$ cat src/rtl/fsmc_initiator.sv
// FSMC bus master: one 16-bit read or write per accepted command, with setup/strobe/hold timing set in clock cycles.
// Latency: bus_ncs falls on the accept edge; done pulses ADDSET+DATAST cycles later; idle again after ADDSET+DATAST+HOLD cycles.
// Backpressure: cmd_ready is high only in IDLE; commands are ignored while busy, and a held cmd_valid is taken once at the first idle edge.
module fsmc_initiator #(
  parameter int ADDR_W = 2,
  parameter int ADDSET = 2,
  parameter int DATAST = 6,
  parameter int HOLD   = 1
) (
  input  logic              clk,
  input  logic              rst,
  input  logic              cmd_valid,
  output logic              cmd_ready,
  input  logic              cmd_we,
  input  logic [ADDR_W-1:0] cmd_addr,
  input  logic [15:0]       cmd_wdata,
  output logic              done,
  output logic [15:0]       rdata,
  output logic              bus_ncs,
  output logic              bus_noe,
  output logic              bus_nwe,
  output logic [ADDR_W-1:0] bus_addr,
  output logic [15:0]       bus_dout,
  output logic              bus_oe,
  input  logic [15:0]       bus_din
);

  // Each phase length must fit the 4-bit down-counter and be at least one cycle.
  if (ADDSET < 1 || ADDSET > 15) begin : g_bad_addset
    $error("fsmc_initiator: ADDSET=%0d outside 1..15", ADDSET);
  end
  if (DATAST < 1 || DATAST > 15) begin : g_bad_datast
    $error("fsmc_initiator: DATAST=%0d outside 1..15", DATAST);
  end
  if (HOLD < 1 || HOLD > 15) begin : g_bad_hold
    $error("fsmc_initiator: HOLD=%0d outside 1..15", HOLD);
  end

  // Counter reload values: a phase of N cycles counts N-1 down to 0.
  localparam logic [3:0] ADDSET_M1 = 4'(ADDSET - 1);
  localparam logic [3:0] DATAST_M1 = 4'(DATAST - 1);
  localparam logic [3:0] HOLD_M1   = 4'(HOLD - 1);

  typedef enum logic [1:0] {
    S_IDLE   = 2'd0,
    S_SETUP  = 2'd1,
    S_ACCESS = 2'd2,
    S_HOLD   = 2'd3
  } state_t;

  state_t              state_q, state_d;
  logic [3:0]          cnt_q, cnt_d;
  logic                we_q, we_d;

  logic                cmd_ready_q, cmd_ready_d;
  logic                done_q, done_d;
  logic [15:0]         rdata_q, rdata_d;
  logic                bus_ncs_q, bus_ncs_d;
  logic                bus_noe_q, bus_noe_d;
  logic                bus_nwe_q, bus_nwe_d;
  logic [ADDR_W-1:0]   bus_addr_q, bus_addr_d;
  logic [15:0]         bus_dout_q, bus_dout_d;
  logic                bus_oe_q, bus_oe_d;

  logic                accept;
  logic                cnt_last;

  // Handshake uses the registered ready so the accept decision never depends on this cycle's outputs.
  assign accept   = cmd_valid & cmd_ready_q;
  assign cnt_last = (cnt_q == 4'd0);

  // State register, phase counter and all output flops.
  always_ff @(posedge clk) begin
    if (rst) begin
      state_q     <= S_IDLE;
      cnt_q       <= 4'd0;
      we_q        <= 1'b0;
      cmd_ready_q <= 1'b0;
      done_q      <= 1'b0;
      rdata_q     <= 16'h0000;
      bus_ncs_q   <= 1'b1;
      bus_noe_q   <= 1'b1;
      bus_nwe_q   <= 1'b1;
      bus_addr_q  <= '0;
      bus_dout_q  <= 16'h0000;
      bus_oe_q    <= 1'b0;
    end else begin
      state_q     <= state_d;
      cnt_q       <= cnt_d;
      we_q        <= we_d;
      cmd_ready_q <= cmd_ready_d;
      done_q      <= done_d;
      rdata_q     <= rdata_d;
      bus_ncs_q   <= bus_ncs_d;
      bus_noe_q   <= bus_noe_d;
      bus_nwe_q   <= bus_nwe_d;
      bus_addr_q  <= bus_addr_d;
      bus_dout_q  <= bus_dout_d;
      bus_oe_q    <= bus_oe_d;
    end
  end

  // Next state: advance when the phase counter expires, reloading it with the next phase length.
  always_comb begin
    state_d = state_q;
    cnt_d   = cnt_q;
    unique case (state_q)
      S_IDLE: begin
        if (accept) begin
          state_d = S_SETUP;
          cnt_d   = ADDSET_M1;
        end
      end
      S_SETUP: begin
        if (cnt_last) begin
          state_d = S_ACCESS;
          cnt_d   = DATAST_M1;
        end else begin
          cnt_d = cnt_q - 4'd1;
        end
      end
      S_ACCESS: begin
        if (cnt_last) begin
          state_d = S_HOLD;
          cnt_d   = HOLD_M1;
        end else begin
          cnt_d = cnt_q - 4'd1;
        end
      end
      S_HOLD: begin
        if (cnt_last) begin
          state_d = S_IDLE;
          cnt_d   = 4'd0;
        end else begin
          cnt_d = cnt_q - 4'd1;
        end
      end
      default: begin
        state_d = S_IDLE;
        cnt_d   = 4'd0;
      end
    endcase
  end

  // Outputs: next value of every pin flop, changed only on phase boundaries so pins are glitch-free and registered.
  always_comb begin
    we_d        = we_q;
    cmd_ready_d = cmd_ready_q;
    done_d      = 1'b0;
    rdata_d     = rdata_q;
    bus_ncs_d   = bus_ncs_q;
    bus_noe_d   = bus_noe_q;
    bus_nwe_d   = bus_nwe_q;
    bus_addr_d  = bus_addr_q;
    bus_dout_d  = bus_dout_q;
    bus_oe_d    = bus_oe_q;
    unique case (state_q)
      S_IDLE: begin
        cmd_ready_d = 1'b1;
        if (accept) begin
          cmd_ready_d = 1'b0;
          we_d        = cmd_we;
          bus_ncs_d   = 1'b0;
          bus_addr_d  = cmd_addr;
          bus_oe_d    = cmd_we;
          // Reads leave the previous write data on bus_dout; it is not driven anyway.
          if (cmd_we) begin
            bus_dout_d = cmd_wdata;
          end
        end
      end
      S_SETUP: begin
        if (cnt_last) begin
          bus_noe_d = we_q;
          bus_nwe_d = ~we_q;
        end
      end
      S_ACCESS: begin
        if (cnt_last) begin
          bus_noe_d = 1'b1;
          bus_nwe_d = 1'b1;
          done_d    = 1'b1;
          // No synchronizer: DATAST is sized so the responder's data has settled by this edge.
          if (!we_q) begin
            rdata_d = bus_din;
          end
        end
      end
      S_HOLD: begin
        if (cnt_last) begin
          bus_ncs_d   = 1'b1;
          bus_oe_d    = 1'b0;
          cmd_ready_d = 1'b1;
        end
      end
      default: begin
        cmd_ready_d = 1'b0;
        bus_ncs_d   = 1'b1;
        bus_noe_d   = 1'b1;
        bus_nwe_d   = 1'b1;
        bus_oe_d    = 1'b0;
      end
    endcase
  end

  assign cmd_ready = cmd_ready_q;
  assign done      = done_q;
  assign rdata     = rdata_q;
  assign bus_ncs   = bus_ncs_q;
  assign bus_noe   = bus_noe_q;
  assign bus_nwe   = bus_nwe_q;
  assign bus_addr  = bus_addr_q;
  assign bus_dout  = bus_dout_q;
  assign bus_oe    = bus_oe_q;

  // Bus protocol invariants.
  a_no_dual_strobe : assert property (@(posedge clk) disable iff (rst) !(!bus_noe_q && !bus_nwe_q));
  a_strobe_in_cs   : assert property (@(posedge clk) disable iff (rst) (!bus_noe_q || !bus_nwe_q) |-> !bus_ncs_q);
  a_oe_write_only  : assert property (@(posedge clk) disable iff (rst) bus_oe_q |-> (!bus_ncs_q && bus_noe_q && we_q));
  a_done_in_hold   : assert property (@(posedge clk) disable iff (rst) done_q |-> (state_q == S_HOLD));

endmodule

$ cat config.mk
export PLATFORM = sky130hd
export DESIGN_NAME = fsmc_initiator
export DESIGN_NICKNAME = d
export VERILOG_FILES = /design/src/rtl/fsmc_initiator.sv
export SDC_FILE = /design/constraint.sdc
export NUM_CORES = 1
export LEC_CHECK = 0
export CORE_MARGIN = 5
export CORE_UTILIZATION = 24
export DETAILED_ROUTE_END_ITERATION = 7
export GPL_ROUTABILITY_DRIVEN = 0
export SYNTH_ARGS = -nofsm -noshare
export SYNTH_HDL_FRONTEND = slang
export SYNTH_SLANG_ARGS = --single-unit
$ cat constraint.sdc
create_clock -name clk -period 1.68 [get_ports clk]
set_input_delay 0.168 -clock clk [delete_from_list [all_inputs] [get_ports clk]]
set_output_delay 0.168 -clock clk [all_outputs]
set_load 0.01 [all_outputs]
## Yosys cells after proc, flatten, opt, wreduce, memory -nomap -nowiden

Index checks and enable logic that the tools add are counted.

| word-level totals | value |
|---|---|
| logic and storage cells | 58 |
| bits of input ports | 38 |
| register bits after elaboration | 47 |
| output and inout bits | 40 |

| cells by class | value |
|---|---|
| reductions and logical operators | 13 |
| eq/ne operators | 7 |
| $add $sub $neg | 1 |
| multiplexer cells | 22 |
| bitwise operators | 3 |

Operator list:

| operator | count |
|---|---|
| $mux 4 | 3 |
| $pmux 4 s3 | 1 |
| $reduce_and 3->1 | 4 |
| $pmux 1 s2 | 5 |
| $mux 1 | 8 |
| $mux 2 | 4 |
| $ne 2x2->1 const B | 4 |
| $pmux 2 s4 | 1 |
| $eq 2x2->1 const B | 2 |
| $logic_not 4->1 | 1 |
| $reduce_and 2->1 | 2 |
| $reduce_and 4->1 | 1 |
| $reduce_bool 2->1 | 2 |
| $reduce_or 2->1 | 2 |
| $sub 4x1->4 const B | 1 |
| $eq 2x1->1 const B | 1 |
| $logic_not 2->1 | 1 |
| $not 1->1 | 2 |
| $and 1x1->1 | 1 |

## Logic depth before layout (Yosys ltp)

Gate-level depths: netlist of the first run.

| depth | value |
|---|---|
| word-level depth | 3 |
| depth in mapped cells | 8 |
| depth with buffers taken out | 6 |

## Least setup slack after synthesis of the first run

Ideal clock, no wire load.

| timing | value |
|---|---|
| path type | register to register |
| from | register cnt_q[0] |
| to | register rdata_q[10] (netlist: rdata[10]) |
| setup time | 71 ps |
| buffers on the path | 2 |
| arrival time | 1619 ps |
| required time | 1609 ps |
| stages on the path, launching flop included | 9 |
| slack | -10 ps |
| cell sequence | dfxtp_1 inv_1 ha_1 or3b_1 buf_2 nor3b_4 buf_6 nand2_1 a21oi_1 |

| on the way | value |
|---|---|
| cells in the longest elaborated chain, start to end | 2 |

RTL lines:

| element | RTL line | source |
|---|---|---|
| from (decl) | 52 | `logic [3:0] cnt_q, cnt_d;` |
| from (signal assigned) | 89 | `cnt_q <= cnt_d;` |
| $logic_not 4->1 | 70 | `assign cnt_last = (cnt_q == 4'd0);` |
| $reduce_and 3->1 (no line) | n/a |  |
| to (signal assigned) | 93 | `rdata_q <= rdata_d;` |
| to (decl) | 57 | `logic [15:0] rdata_q, rdata_d;` |

No other way between the ends.
A chain may end at the register's enable or synchronous reset.

## Worst setup path in the final report of the first run

| timing | value |
|---|---|
| from | register cnt_q[1] |
| to | register rdata_q[11] (netlist: rdata[11]) |

The elaborated chain is that of the path after synthesis.

==> results of run 1 <==
## logic make-up (layout without fill, tap and decap cells)
kind of cell / Yosys count / count (layout)
AOI/OAI and AO/OA: 54 / 54
adders and majority gates: 7 / 7
buffers and inverters: 16 / 109
DFF: 47 / 47
muxes: 3 / 3
and+or+nand+nor: 102 / 102
## routing by layer
metal / up-vias / track usage
li1: 949 / -
met1: 822 / 0.133
met2: 56 / 0.165
met3: 4 / 0.0354
met4: 0 / 0.0263
met5: - / 0
## worst max-delay path, delay by kind of cell, from the launching register on
family / cells / cell delay (ps)
and+or+nand+nor: 3 / 790
adders and majority gates: 1 / 140
buffers and inverters: 2 / 270
AOI/OAI and AO/OA: 1 / 110
DFF: 1 / 330
## where the power goes
part / switching [W] / internal [W] / total, W / leakage, nW
sequential: 0.000122 / 0.00129 / 0.00141 / 0.383
combinational: 0.000786 / 0.000869 / 0.00165 / 0.667
clock: 0.000350 / 0.000436 / 0.000786 / 0.0513
## per-stage QoR
stage | setup WS (ps) | setup TNS (ps) | total power [W] | std cells
after floorplan | 8.37 | 0 | 0.00223 | 229
after global placement | 42.0 | 0 | 0.00290 | 413
after detailed placement | -31.7 | -168 | 0.00291 | 413
after CTS | 27.7 | 0 | 0.00374 | 420
after global routing | -146 | -2090 | 0.00414 | 424
final | -21.1 | -48.0 | 0.00386 | 424
## state kept, by name, indices dropped and copies added, names as in the netlist
signal,count
bus_nwe,1
rdata,16
cnt_q,4
bus_noe,1
bus_addr,2
cmd_ready,1
bus_oe,1
bus_dout,16
state_q,2
bus_ncs,1
we_q,1
done,1
## final cells by class
| cell class | count | area share |
|---|---|---|
| Clock buffer | 6 | 0.0236 |
| Inverter | 6 | 0.00733 |
| Timing Repair Buffer | 96 | 0.299 |
| Sequential cell | 47 | 0.309 |
| Multi-Input combinational cell | 166 | 0.310 |
| Tap cell | 102 | 0.0415 |
| Clock inverter | 1 | 0.00978 |
## worst max path at each step
| stage | end | slack, ps |
|---|---|---|
| 2_1_floorplan | rdata[10]$_SDFFE_PP0P_ | 8 |
| 3_3_place_gp | cnt_q[2]$_SDFFE_PP0N_ | 40 |
| 3_5_place_dp | rdata[6]$_SDFFE_PP0P_ | -30 |
| 4_1_cts | rdata[6]$_SDFFE_PP0P_ | 30 |
| 5_1_grt | rdata[8]$_SDFFE_PP0P_ | -150 |
| 6_report | rdata[11]$_SDFFE_PP0P_ | -20 |
## cell usage in the layout, fill, tap and decap left out, drive strengths merged
cell	instances
nand4	1
nand2b	2
mux2i	3
or3	2
a22oi	1
o21ba	1
nand3b	2
o32ai	1
or3b	1
o211ai	1
nand2	68
o22ai	1
ha	7
inv	6
a211oi	2
nand3	2
o31ai	1
nor2b	2
and2	1
o21ai	3
buf	20
clkbuf	6
dfxtp	47
nor2	12
a21boi	1
or2	1
nor3b	3
a21oi	41
clkdlybuf4s50	76
bufinv	1
o31a	1
nor3	5
## what timing repair did
item	4_1_cts	5_1_grt
gates resized for setup	3	29
cloned	0	1
pin swaps	0	9
setup endpoints to repair	12	22
setup buffers	0	3
==> reports/metrics.csv, run 1 <==
stage,metric,value,unit
worst_setup_path,critPathMaxFanout,5,
synthesis,synthTopCellsByArea,"dfxtp_1 50%, nand2_1 14%, a21oi_1 11%",
worst_setup_path,crit_start,cnt_q[1]$_SDFFE_PP0N_,
routing,antenna_left,0,
routing,dr_wl_met2,2.45,mm
global_route,grt_pass1_vias,1825,
cells_and_area,areaGrowthSynthToFinish,63.2,%
sta,max_freq,0.588,GHz
worst_setup_path,crit_type,reg -> reg,
cells_and_area,layout.area.seq,948,um2
synthesis,synth.largest_area_cell,dfxtp_1,
sta,rsz0062_at_grt,true,
synthesis,synth-edff-count,0,
die,start_util,0.245,
synthesis,ys_warn_count,0,
place,io_buffer_count,77,
cells_and_area,final_nets,367,
hold_path,whs_path_depth,3,
routing,routed_wire_length_per_instance,12.4,um
sta,worst_pin_slew,764,ps
synthesis,synth_nets,274,
die,chipWidth,98.6,um
sta,worst_slack,-21.1,ps
hold_path,worstHoldPathType,in -> reg,
synthesis,async_flop_share,0,
place,place_area,0.00284,mm2
hold_path,hold_end,bus_dout[6]$_SDFFE_PP0P_,
worst_setup_path,max_stage_delay,400,ps
worst_setup_path,critPathLaunchType,flop,
clock_tree,cts.sinks,47,
synthesis,synth_mux_area_frac,0.0160,
clock_tree,htree_levels,2,
status,violations,negative setup slack,
power_and_ir_drop,leakage,1.10,nW
synthesis,yosysMostFrequentCell,nand2_1,
die,num_io_pins,78,
synthesis,synth_compound_area_frac,0.159,
cells_and_area,multi_input_area,951,um2
synthesis,netlist_instances,229,
sta,finalHoldViolations,0,
power_and_ir_drop,ir_worst_vdd,0.420,mV
flow_run,drv_cap,0,
sta,slew_viol_final,0,
global_route,gr-usage-all-layers,0.103,
worst_setup_path,worst_ep_required_time,1900,ps
sta,final.setup_skew,5.62,ps
worst_setup_path,endpoint_kind,flop,
die,core,0.00769,mm2
synthesis,ys_seq_elements,47,
routing,viasPerCell,4.32,
worst_setup_path,rr_startpoint,cnt_q[1]$_SDFFE_PP0N_,
die,die-area,0.00971,mm2
synthesis,synth_ff_type,dfxtp_1,
status,status,finished with violations,
worst_setup_path,reg2regPathDepth,7,
synthesis,yosysSeqAreaShare,0.500,
cells_and_area,postLayoutCoreUtil,0.400,
synthesis,ys_types,33,
global_route,gr-total-overflow,0,
hold_path,worstHoldStart,cmd_wdata[6],
synthesis,synth_top_family_by_area,simple AND/OR/NAND/NOR gates,
clock_tree,clock_latency,290,ps
die,rows,32,
global_route,antenna_found_initial,0,
synthesis,synthSimpleGateAreaFrac,0.241,
cells_and_area,drive_gt1_frac,0.165,
clock_tree,clockBufferDepth,2,
sta,period_minus_slack,1700,ps
sta,final-setup-viol-count,7,
routing,drcViolationCount,0,
clock_tree,cts_root_buffer,clkbuf_8,
cells_and_area,n_fill_cell,805,
routing,wl,5.26,mm
routing,highest_layer,met4,
routing,drt-pass1-iter-count,4,
die,die-height,98.6,um
sta,slew_headroom,0.491,
routing,drtIter0Drc,60,
cells_and_area,stdcell_area,0.00307,mm2
clock_tree,cts_buffers,5,
worst_setup_path,r2r_slack,-20,ps
synthesis,netlist_top_cells_count,"68 x nand2_1, 47 x dfxtp_1, 41 x a21oi_1",
synthesis,yosys.area.top_type_share,0.500,
global_route,grt_start_max_net_pins,40,
place,detailed_place_hpwl,3.76,mm
worst_setup_path,cp.arrival,1920,ps
routing,wl_met3,364,um
worst_setup_path,crit_chain,"inv_2, ha_4, or3b_4, nor3b_4, buf_6, nand2_1, a21oi_1",
routing,num_vias,1831,
routing,wl_met1,2.41,mm
worst_setup_path,r2r_end,rdata[11]$_SDFFE_PP0P_,
global_route,grt_pass1_wl,8.42,mm
power_and_ir_drop,pwr_density_cell,1260,mW/mm2
synthesis,avgSynthCellArea,8.22,um2
clock_tree,cts_tree,built,
synthesis,synth_xor_area_frac,0,
sta,fin_crit_sh,1.01,
sta,holdWs,419,ps
cells_and_area,antenna_cells,0,
worst_setup_path,crit_path_top_delay_cell,or3b_4,
synthesis,synth_area,0.00188,mm2
synthesis,synthAdderAreaFrac,0.0465,
clock_tree,cts-hold-fix-buffers,0,
clock_tree,cts.reportedPaths.clkPinSlew,80,ps
Power figures use the tool's default switching activity.
==> inputs of run 2 (changes only) <==
CTS_CLUSTER_DIAMETER = 30   (was default)
==> results of run 2 <==
Final layout, timing and power as in run 1 (identical DEF).
